===== src/rtl/alt_mge_xcvr_atx_pll_ctrl_pkg.sv =====
// Shared types and constants for the MGE ATX PLL reset/lock sequencer.
package alt_mge_xcvr_atx_pll_ctrl_pkg;

  typedef enum logic [2:0] {
    PWRDN     = 3'd0,
    WAIT_CAL  = 3'd1,
    WAIT_LOCK = 3'd2,
    MCGB      = 3'd3,
    READY     = 3'd4,
    FAIL      = 3'd5
  } pll_state_e;

  localparam int RETRY_W = 4;

  function automatic int max_of4(input int a, input int b, input int c, input int d);
    int m;
    m = a;
    if (b > m) m = b;
    if (c > m) m = c;
    if (d > m) m = d;
    return m;
  endfunction

endpackage


===== src/rtl/alt_mge_xcvr_atx_pll_seq.sv =====
// One ATX PLL: input synchronisers, power-down/calibrate/lock/MCGB sequencing FSM,
// saturating counters and registered control outputs.
module alt_mge_xcvr_atx_pll_seq
  import alt_mge_xcvr_atx_pll_ctrl_pkg::*;
#(
  parameter int PWRDN_CYCLES   = 1000,
  parameter int FILTER_CYCLES  = 64,
  parameter int TIMEOUT_CYCLES = 100000,
  parameter int MCGB_CYCLES    = 32,
  parameter int MAX_RETRY      = 3,
  parameter int AUTO_RELOCK    = 1
) (
  input  logic               clk_i,
  input  logic               reset_n_i,
  input  logic               en_i,
  input  logic               relock_req_i,
  input  logic               pll_locked_i,
  input  logic               pll_cal_busy_i,
  output logic               pll_powerdown_o,
  output logic               mcgb_rst_o,
  output logic               pll_ready_o,
  output logic               lock_lost_o,
  output logic               pll_fail_o,
  output logic [RETRY_W-1:0] retry_cnt_o
);

  localparam int CNT_W = $clog2(max_of4(PWRDN_CYCLES, FILTER_CYCLES, TIMEOUT_CYCLES, MCGB_CYCLES)) + 1;
  localparam logic [CNT_W-1:0]   CNT_ZERO   = {CNT_W{1'b0}};
  localparam logic [CNT_W-1:0]   CNT_ONE    = CNT_W'(1);
  localparam logic [CNT_W-1:0]   PWRDN_LAST = CNT_W'(PWRDN_CYCLES - 1);
  localparam logic [CNT_W-1:0]   MCGB_LAST  = CNT_W'(MCGB_CYCLES - 1);
  localparam logic [CNT_W-1:0]   FILT_LIM   = CNT_W'(FILTER_CYCLES);
  localparam logic [CNT_W-1:0]   TMO_LIM    = CNT_W'(TIMEOUT_CYCLES);
  localparam logic [RETRY_W-1:0] RETRY_ZERO = {RETRY_W{1'b0}};
  localparam logic [RETRY_W-1:0] RETRY_LIM  = RETRY_W'(MAX_RETRY);

  logic               lock_meta_q, lock_sync_q, cal_meta_q, cal_sync_q;
  pll_state_e         state_q, state_d;
  logic [CNT_W-1:0]   cnt_q, cnt_d, filt_q, filt_d, tmo_q, tmo_d;
  logic [CNT_W-1:0]   cnt_inc, filt_inc, tmo_inc;
  logic [RETRY_W-1:0] retry_q, retry_d, retry_inc;
  logic               lost_q, lost_d;
  logic               pwrdn_q, mcgb_q, ready_q, fail_q;

  assign cnt_inc   = (&cnt_q)   ? cnt_q   : cnt_q   + CNT_ONE;
  assign filt_inc  = (&filt_q)  ? filt_q  : filt_q  + CNT_ONE;
  assign tmo_inc   = (&tmo_q)   ? tmo_q   : tmo_q   + CNT_ONE;
  assign retry_inc = (&retry_q) ? retry_q : retry_q + 4'd1;

  // Busy resets high so a PLL is never treated as calibrated straight out of reset.
  always_ff @(posedge clk_i or negedge reset_n_i) begin
    if (!reset_n_i) begin
      lock_meta_q <= 1'b0;
      lock_sync_q <= 1'b0;
      cal_meta_q  <= 1'b1;
      cal_sync_q  <= 1'b1;
    end else begin
      lock_meta_q <= pll_locked_i;
      lock_sync_q <= lock_meta_q;
      cal_meta_q  <= pll_cal_busy_i;
      cal_sync_q  <= cal_meta_q;
    end
  end

  always_comb begin
    state_d = state_q;
    cnt_d   = cnt_q;
    filt_d  = filt_q;
    tmo_d   = tmo_q;
    retry_d = retry_q;
    lost_d  = lost_q;
    if (relock_req_i) begin
      state_d = PWRDN;
      cnt_d   = CNT_ZERO;
      filt_d  = CNT_ZERO;
      tmo_d   = CNT_ZERO;
      retry_d = RETRY_ZERO;
      lost_d  = 1'b0;
    end else if (!en_i) begin
      state_d = PWRDN;
      cnt_d   = CNT_ZERO;
      filt_d  = CNT_ZERO;
      tmo_d   = CNT_ZERO;
    end else begin
      case (state_q)
        PWRDN: begin
          if (cnt_q >= PWRDN_LAST) begin
            state_d = WAIT_CAL;
            cnt_d   = CNT_ZERO;
          end else begin
            cnt_d = cnt_inc;
          end
        end
        WAIT_CAL: begin
          if (!cal_sync_q) begin
            state_d = WAIT_LOCK;
            filt_d  = CNT_ZERO;
            tmo_d   = CNT_ZERO;
          end else begin
            state_d = WAIT_CAL;
          end
        end
        WAIT_LOCK: begin
          filt_d = lock_sync_q ? filt_inc : CNT_ZERO;
          tmo_d  = tmo_inc;
          // A lock that qualifies on the same cycle as the timeout is honoured.
          if (lock_sync_q && (filt_inc >= FILT_LIM)) begin
            state_d = MCGB;
            cnt_d   = CNT_ZERO;
          end else if (tmo_inc >= TMO_LIM) begin
            retry_d = retry_inc;
            cnt_d   = CNT_ZERO;
            state_d = (retry_inc > RETRY_LIM) ? FAIL : PWRDN;
          end else begin
            state_d = WAIT_LOCK;
          end
        end
        MCGB: begin
          if (!lock_sync_q) begin
            state_d = WAIT_LOCK;
            filt_d  = CNT_ZERO;
            tmo_d   = CNT_ZERO;
          end else if (cnt_q >= MCGB_LAST) begin
            state_d = READY;
            cnt_d   = CNT_ZERO;
          end else begin
            cnt_d = cnt_inc;
          end
        end
        READY: begin
          if (!lock_sync_q || cal_sync_q) begin
            lost_d = 1'b1;
            if (AUTO_RELOCK != 0) begin
              state_d = PWRDN;
              cnt_d   = CNT_ZERO;
            end else begin
              state_d = WAIT_LOCK;
              filt_d  = CNT_ZERO;
              tmo_d   = CNT_ZERO;
            end
          end else begin
            state_d = READY;
          end
        end
        FAIL: begin
          state_d = FAIL;
        end
        default: begin
          state_d = PWRDN;
          cnt_d   = CNT_ZERO;
        end
      endcase
    end
  end

  // Outputs are decoded from the next state so they line up with the registered state.
  always_ff @(posedge clk_i or negedge reset_n_i) begin
    if (!reset_n_i) begin
      state_q <= PWRDN;
      cnt_q   <= CNT_ZERO;
      filt_q  <= CNT_ZERO;
      tmo_q   <= CNT_ZERO;
      retry_q <= RETRY_ZERO;
      lost_q  <= 1'b0;
      pwrdn_q <= 1'b1;
      mcgb_q  <= 1'b1;
      ready_q <= 1'b0;
      fail_q  <= 1'b0;
    end else begin
      state_q <= state_d;
      cnt_q   <= cnt_d;
      filt_q  <= filt_d;
      tmo_q   <= tmo_d;
      retry_q <= retry_d;
      lost_q  <= lost_d;
      pwrdn_q <= (state_d == PWRDN) || (state_d == FAIL);
      mcgb_q  <= (state_d != READY);
      ready_q <= (state_d == READY);
      fail_q  <= (state_d == FAIL);
    end
  end

  assign pll_powerdown_o = pwrdn_q;
  assign mcgb_rst_o      = mcgb_q;
  assign pll_ready_o     = ready_q;
  assign lock_lost_o     = lost_q;
  assign pll_fail_o      = fail_q;
  assign retry_cnt_o     = retry_q;

endmodule


===== src/rtl/alt_mge_xcvr_atx_pll_ctrl.sv =====
// Top: NUM_PLL independent ATX PLL sequencers plus the aggregate ready toward TX reset release.
module alt_mge_xcvr_atx_pll_ctrl
  import alt_mge_xcvr_atx_pll_ctrl_pkg::*;
#(
  parameter int NUM_PLL        = 2,
  parameter int PWRDN_CYCLES   = 1000,
  parameter int FILTER_CYCLES  = 64,
  parameter int TIMEOUT_CYCLES = 100000,
  parameter int MCGB_CYCLES    = 32,
  parameter int MAX_RETRY      = 3,
  parameter int AUTO_RELOCK    = 1
) (
  input  logic                       clk_i,
  input  logic                       reset_n_i,
  input  logic [NUM_PLL-1:0]         en_i,
  input  logic [NUM_PLL-1:0]         relock_req_i,
  input  logic [NUM_PLL-1:0]         pll_locked_i,
  input  logic [NUM_PLL-1:0]         pll_cal_busy_i,
  output logic [NUM_PLL-1:0]         pll_powerdown_o,
  output logic [NUM_PLL-1:0]         mcgb_rst_o,
  output logic [NUM_PLL-1:0]         pll_ready_o,
  output logic                       all_ready_o,
  output logic [NUM_PLL-1:0]         lock_lost_o,
  output logic [NUM_PLL-1:0]         pll_fail_o,
  output logic [RETRY_W*NUM_PLL-1:0] retry_cnt_o
);

  for (genvar g = 0; g < NUM_PLL; g++) begin : g_pll
    alt_mge_xcvr_atx_pll_seq #(
      .PWRDN_CYCLES  (PWRDN_CYCLES),
      .FILTER_CYCLES (FILTER_CYCLES),
      .TIMEOUT_CYCLES(TIMEOUT_CYCLES),
      .MCGB_CYCLES   (MCGB_CYCLES),
      .MAX_RETRY     (MAX_RETRY),
      .AUTO_RELOCK   (AUTO_RELOCK)
    ) u_seq (
      .clk_i          (clk_i),
      .reset_n_i      (reset_n_i),
      .en_i           (en_i[g]),
      .relock_req_i   (relock_req_i[g]),
      .pll_locked_i   (pll_locked_i[g]),
      .pll_cal_busy_i (pll_cal_busy_i[g]),
      .pll_powerdown_o(pll_powerdown_o[g]),
      .mcgb_rst_o     (mcgb_rst_o[g]),
      .pll_ready_o    (pll_ready_o[g]),
      .lock_lost_o    (lock_lost_o[g]),
      .pll_fail_o     (pll_fail_o[g]),
      .retry_cnt_o    (retry_cnt_o[g*RETRY_W +: RETRY_W])
    );
  end

  // Disabled PLLs are masked out; with nothing enabled the link is never ready.
  assign all_ready_o = (|en_i) & (&(pll_ready_o | ~en_i));

endmodule


===== config.mk =====
export PLATFORM = sky130hd
export DESIGN_NAME = alt_mge_xcvr_atx_pll_ctrl
export DESIGN_NICKNAME = d
export VERILOG_FILES = /design/src/rtl/alt_mge_xcvr_atx_pll_ctrl_pkg.sv /design/src/rtl/alt_mge_xcvr_atx_pll_seq.sv /design/src/rtl/alt_mge_xcvr_atx_pll_ctrl.sv
export SDC_FILE = /design/constraint.sdc
export NUM_CORES = 1
export LEC_CHECK = 0
export ABC_AREA = 1
export CORE_UTILIZATION = 45
export DETAILED_ROUTE_END_ITERATION = 8
export SLEW_MARGIN = 25
export SYNTH_ARGS = -nofsm -noshare
export SYNTH_HDL_FRONTEND = slang
export SYNTH_HIERARCHICAL = 1
export SYNTH_SLANG_ARGS = --single-unit

===== constraint.sdc =====
create_clock -name clk_i -period 2.3 [get_ports clk_i]
set_input_delay 0.46 -clock clk_i [delete_from_list [all_inputs] [get_ports clk_i]]
set_output_delay 0.46 -clock clk_i [all_outputs]
set_load 0.1 [all_outputs]

---- Yosys cells after proc, flatten, opt, wreduce, memory -nomap -nowiden ----
Cells that the tools add are included.
word-level totals
  register bits after elaboration ......... 140
  bits of input ports ..................... 10
  output and inout bits ................... 19
  logic and storage cells ................. 207
cells by class
  add/subtract/negate cells ............... 8
  $lt $le $gt $ge ......................... 10
  eq/ne operators ......................... 32
  multiplexer cells ....................... 84
  bitwise logic cells ..................... 3
  reductions and logical operators ........ 42
operators with widths
  cell                                                                 number
  2-to-1 mux 18 bit                                                    36
  case mux 18 bit (3 select lines)                                     4
  case mux 18 bit (5 select lines)                                     2
  adder 18 x 1 -> 18 bit, second input constant                        6
  AND reduction 18 bit                                                 6
  2-to-1 mux 3 bit                                                     18
  2-to-1 mux 4 bit                                                     12
  greater-or-equal comparator 18 x 10 -> 1 bit, second input constant  2
  greater-or-equal comparator 18 x 17 -> 1 bit, second input constant  2
  greater-or-equal comparator 18 x 5 -> 1 bit, second input constant   2
  greater-or-equal comparator 18 x 7 -> 1 bit, second input constant   2
  case mux 3 bit (6 select lines)                                      2
  equality test 3 bit, second input constant                           8
  AND reduction 4 bit                                                  6
  nonzero test 2 bit                                                   10
  != test 4 x 3 -> 1 bit, second input constant                        4
  != test 4 bit, second input constant                                 4
  equality test 3 x 2 -> 1 bit, second input constant                  4
  logical NOT 3 bit                                                    4
  AND reduction 3 bit                                                  4
  != test 5 x 1 -> 1 bit, second input constant                        2
  != test 5 x 3 -> 1 bit, second input constant                        2
  adder 4 x 1 -> 4 bit, second input constant                          2
  > comparator 4 x 2 -> 1 bit, second input constant                   2
  14 further kinds                                                     33

---- Logic depth before layout (Yosys ltp) ----
  depth in word-level cells ............... 11
  gate-level depth with buffers ........... 22
  gate-level depth less buffers ........... 22

---- Hierarchy ----
The synthesis kept the hierarchy.
by module, submodules not included
  module                                     instances  cells an instance  area each (um2)  seq. area each (um2)
  alt_mge_xcvr_atx_pll_seq (g_pll[1].u_seq)  1          643                4609.4           1756.7
  alt_mge_xcvr_atx_pll_seq (g_pll[0].u_seq)  1          619                4455.5           1756.7
  alt_mge_xcvr_atx_pll_ctrl                  1          7                  28.8             0.0

---- Worst setup path after synthesis ----
OpenSTA, ideal clock, no wires.
  path type ............................... reg-to-output
  start ................................... reg g_pll[1].u_seq.ready_q
  end ..................................... out all_ready_o
  arrival time ............................ 1.903 ns
  required time ........................... 1.840 ns
  slack ................................... -0.063 ns
  cell stages (with the launch flop) ...... 5
  cells stage by stage .................... dfrtp_1 inv_1 nand2_1 nand2_1 nor2_2
between the ends
  longest elaborated chain between the ends .. 3
ends and longest elaborated chain
  item                    line                             RTL
  from (decl)             alt_mge_xcvr_atx_pll_seq.sv:43   logic pwrdn_q, mcgb_q, ready_q, fail_q;
  from (signal assigned)  alt_mge_xcvr_atx_pll_seq.sv:178  ready_q <= (state_d == READY);
  OR 2 bit                alt_mge_xcvr_atx_pll_ctrl.sv:53  assign all_ready_o = (|en_i) & (&(pll_ready_o | ~en_i));
  AND reduction 2 bit     alt_mge_xcvr_atx_pll_ctrl.sv:53
  bitwise AND 1 bit       alt_mge_xcvr_atx_pll_ctrl.sv:53
  to (decl)               alt_mge_xcvr_atx_pll_ctrl.sv:22  output logic all_ready_o,
No other way between the ends.

---- Final worst setup path ----
  start ................................... reg g_pll[0].u_seq.filt_q[0]
  end ..................................... reg g_pll[0].u_seq.cnt_q[5]
between the ends
  longest elaborated chain between the ends .. 8
  elaborated cells on any way between the ends .. 11
ends and longest elaborated chain
  item                                                                   line                             RTL
  from (decl)                                                            alt_mge_xcvr_atx_pll_seq.sv:39   logic [CNT_W-1:0] cnt_q, cnt_d, filt_q, filt_d, tmo_q, tmo_d;
  from (signal assigned)                                                 alt_mge_xcvr_atx_pll_seq.sv:172  filt_q <= filt_d;
  adder 18 x 1 -> 18 bit / AND reduction 18 bit (equally long branches)  alt_mge_xcvr_atx_pll_seq.sv:46   assign filt_inc = (&filt_q) ? filt_q : filt_q + CNT_ONE;
  2-to-1 mux 18 bit (*)                                                  alt_mge_xcvr_atx_pll_seq.sv:46
  greater-or-equal comparator 18 x 7 -> 1 bit (*)                        alt_mge_xcvr_atx_pll_seq.sv:107  if (lock_sync_q && (filt_inc >= FILT_LIM)) begin
  logical AND 1 bit (*)                                                  alt_mge_xcvr_atx_pll_seq.sv:107
  2-to-1 mux 18 bit                                                      alt_mge_xcvr_atx_pll_seq.sv:107
  case mux 18 bit (5 select lines)                                       alt_mge_xcvr_atx_pll_seq.sv:85   case (state_q)
  2-to-1 mux 18 bit                                                      alt_mge_xcvr_atx_pll_seq.sv:79   end else if (!en_i) begin
  2-to-1 mux 18 bit                                                      alt_mge_xcvr_atx_pll_seq.sv:72   if (relock_req_i) begin
  to (signal assigned)                                                   alt_mge_xcvr_atx_pll_seq.sv:171  cnt_q <= cnt_d;
  to (decl)                                                              alt_mge_xcvr_atx_pll_seq.sv:39
Mark *: on every way between the ends. The rest lies on a longest branch, timed or not.
A chain may end at the register's enable or synchronous reset.

==> reports/qor.yml <==
power:
  power.density_nw_per_um2: 462
  p_comb_share_pct: 4.9
  seq_power_share_pct: 43.9
  p_sw_mw: 1.30
  switching_share_pct: 22.9
  vdd_ir_drop_max_v: 0.000474
  internal-power_mw: 4.39
  clkPwrFrac_pct: 51.2
  p_leak_nw: 5.78
timing:
  finalSetupViolations: 11
  drv_slew: 0
  skew_ns: 0.0101
  worstMarginPinSlew_ns: 0.934
  rsz0062_at_grt: "yes"
  period_minus_slack_ns: 2.34
  period_share_pct: 102
  final.setup.worst_slack_ns: -0.0385
  max_freq_mhz: 428
  hold_viol: 0
  max_slew_margin_pct: 37.5
grt:
  grt_usage_pct: 23.8
  grt_pass1_wl_um: 38900
  grt_pass1_vias: 8380
  grt_max_degree: 49
  overflow: 0
  antenna_found_initial: 1
worst_setup_path:
  worstPathArrival_ns: 2.64
  critPathLaunchType: "register"
  cp-end-kind: "register"
  critical_path_class: "register to register"
  critPathMaxFanout: 7
  cp.required_ns: 2.60
die:
  start_util_pct: 46.3
  coreArea_um2: 19700
  dieHeight_um: 144
  fp-row-count: 51
  io_pins: 29
  die_w_um: 144
  die_area_um2: 20800
finish:
  finalCoreUtilization_pct: 62.8
  stdcell_count: 1738
  diodes: 0
  area_delta_synth_final_pct: 35.6
  layout-drive-gt1-share_pct: 31.7
  fin_nets: 1478
logic_synthesis:
  async_flop_share_pct: 100
  yosys_warnings: 6
  synthCells: 1269
  synthMuxAreaShare_pct: 0.110
  synth-compound-area-share_pct: 12.0
  synthFlopType: "dfrtp_1"
  synth-simple-area-share_pct: 34.8
  synth_fa_ha_area_share_pct: 1.10
  synth_top_family_by_area: "simple AND/OR/NAND/NOR gates"
  syn-cell-area_um2: 9090
  synth-seq-area-share_pct: 38.6
  synth-seq-cells: 140
  avgSynthCellArea_um2: 7.17
  mappedNetlistNets: 1287
  synth.distinct_cells: 52
  synth_xor_area_share_pct: 4.02
  synth_edf_count: 0
detailed_routing:
  drt_iter0_markers: 423
  wl_per_cell_um: 13.9
  firstDrtPassIters: 7
  vias_per_cell: 5.08
  ant_nets: 0
  route.detailed.drc: 0
  dr_total_vias: 8823
  wl_um: 24200
placed_design:
  dp_slack_ns: -0.140
  dpl.cell_count: 1671
  place_congestion: 0.926
  dp_hpwl_um: 16700
  io_buffers: 28
clocking:
  clock-root-buffer: "clkbuf_16"
  cts_buffers: 17
  clock-sinks: 140
  cts_tree: "yes"
  cts_max_level: 4
  cts_buffer_depth: 2
  clk_pin_slew_worst_paths_ns: 0.06
  insertion_delay_ns: 0.42
min_path:
  hp-class: "register to register"
run_status:
  violations: "setup timing"
  run_status: "complete, but fails checks"
flow_run:
  max_cap_viol_count: 0
metrics by stage:
stage                     power [mW]  area (um2)  TNS, ns  hold WS (ns)
after floorplan                 2.66        9100        0         0.164
after global placement          2.81       10600    -1.55         0.332
after detailed placement        2.81       10600    -1.98         0.346
after CTS                       5.77       11600   -0.210         0.359
after global routing            5.89       12300    -5.91         0.360
final                           5.70       12300   -0.237         0.356
worst max-delay path: stages (launching register included):
cell,delay (ns)
dfrtp_1,0.41
buf_4,0.13
inv_2,0.04
nor2_4,0.14
nand2_4,0.09
nor2_4,0.16
nand3_1,0.11
nand2_1,0.10
nand3b_1,0.08
nor2_1,0.09
nand3_1,0.12
nand2_2,0.13
nand2_4,0.07
o21bai_4,0.15
buf_12,0.15
nand2_8,0.10
nor2_2,0.11
a21oi_2,0.04
layer usage:
layer  up-vias  track usage [%]  share of wire [%]
met5         -                0              0.045
met4         2             7.20                1.4
met3        29             4.11                3.8
met2       172             39.3                 49
met1      4133             31.8                 46
li1       4487                -                  -
flip-flops by register name, indices dropped and copies added, names as in the netlist:
register and flops:
g_pll.u_seq/retry_cnt_o 8, g_pll.u_seq/tmo_q 36, g_pll.u_seq/cal_meta_q 2, g_pll.u_seq/lock_meta_q 2, g_pll.u_seq/cal_sync_q 2, g_pll.u_seq/pll_fail_o 2, g_pll.u_seq/pll_powerdown_o 2, g_pll.u_seq/cnt_q 36
g_pll.u_seq/lock_sync_q 2, g_pll.u_seq/filt_q 36, g_pll.u_seq/mcgb_rst_o 2, g_pll.u_seq/pll_ready_o 2, g_pll.u_seq/state_q 6, g_pll.u_seq/lock_lost_o 2
final timing paths:
kind / start / end / slack, ns / depth (start not counted)
setup reg to reg: g_pll[0].u_seq/filt_q[0]$_DFFE_PN0P_ / g_pll[0].u_seq/cnt_q[5]$_DFFE_PN0P_ / -0.04 / 17
max in group asynchronous: reset_n_i / g_pll[0].u_seq/mcgb_rst_o$_DFF_PN1_ / 1.00 / 3
hold / removal: g_pll[0].u_seq/cal_meta_q$_DFF_PN1_ / g_pll[0].u_seq/cal_sync_q$_DFF_PN1_ / 0.36 / 0
min in group asynchronous: reset_n_i / g_pll[0].u_seq/filt_q[13]$_DFFE_PN0P_ / 0.54 / 2
setup / recovery: g_pll[0].u_seq/filt_q[0]$_DFFE_PN0P_ / g_pll[0].u_seq/cnt_q[5]$_DFFE_PN0P_ / -0.04 / 17
hold reg to reg: g_pll[0].u_seq/cal_meta_q$_DFF_PN1_ / g_pll[0].u_seq/cal_sync_q$_DFF_PN1_ / 0.36 / 0
cells in the mapped netlist (7+ instances only):
cell type / count / area share [%]
nand2_1: 290 / 12
inv_1: 172 / 7.1
nor2_1: 159 / 6.6
dfrtp_1: 132 / 36
nand3_1: 104 / 5.7
o21ai_0: 69 / 3.8
a21oi_1: 36 / 2.0
xor2_1: 36 / 3.5
o22ai_1: 31 / 2.1
nand4_1: 28 / 1.9
nand2_2: 26 / 1.8
nor2_2: 19 / 1.3
nor3_1: 18 / 0.99
clkbuf_1: 14 / 0.58
inv_2: 14 / 0.58
o21ai_2: 9 / 0.87
a21oi_2: 8 / 0.77
dfstp_2: 8 / 2.3
ha_1: 8 / 1.1
o21ai_1: 8 / 0.44
nand3_2: 7 / 0.77
nor2_4: 7 / 0.87
layout by cell type (no fill, tap or decap), types with 26 or more instances in the layout:
| master | Yosys | final |
|---|---|---|
| nor2_1 | 159 | 110 |
| nor2_4 | 7 | 34 |
| o22ai_1 | 31 | 30 |
| o21ai_0 | 69 | 62 |
| nand4_1 | 28 | 28 |
| nand3_1 | 104 | 94 |
| xor2_1 | 36 | 34 |
| nand2_2 | 26 | 38 |
| buf_4 | 1 | 169 |
| nor2_2 | 19 | 41 |
| a21oi_1 | 36 | 34 |
| nand2_4 | 5 | 26 |
| dfrtp_1 | 132 | 126 |
| inv_1 | 172 | 164 |
| nand2_1 | 290 | 256 |
layout make-up:
type / count / area (um2)
clock inverter: 14 / 193
clock buffer: 18 / 429
sequential: 140 / 3520
tap: 265 / 332
multi-input combinational: 919 / 5510
timing repair buffer: 195 / 1630
fill: 1791 / 7320
inverter: 187 / 723
kinds of logic after synthesis:
logic type | after synthesis
and+or+nand+nor | 685
buffers and inverters | 213
AOI/OAI and AO/OA | 182
DFF | 140
xor gates and xnor gates | 40
adders and majority gates | 8
muxes | 1
power by group through the flow:
stage	Combinational, mW	Sequential [mW]	Clock [mW]
2_1_floorplan	0.0838	2.58	0
3_3_place_gp	0.263	2.54	0
3_5_place_dp	0.265	2.54	0
4_1_cts	0.272	2.50	2.99
5_1_grt	0.307	2.50	3.08
6_report	0.278	2.50	2.92
timing repair:
action                     in CTS  in global routing
buffers inserted               15                 16
hold endpoints to repair       25                  0
hold buffers                    1                  0
setup endpoints to repair      45                 58
pin swaps                      36                 61
resized for setup              58                157
cloned                          2                  1
Power figures use the tool's default switching activity.
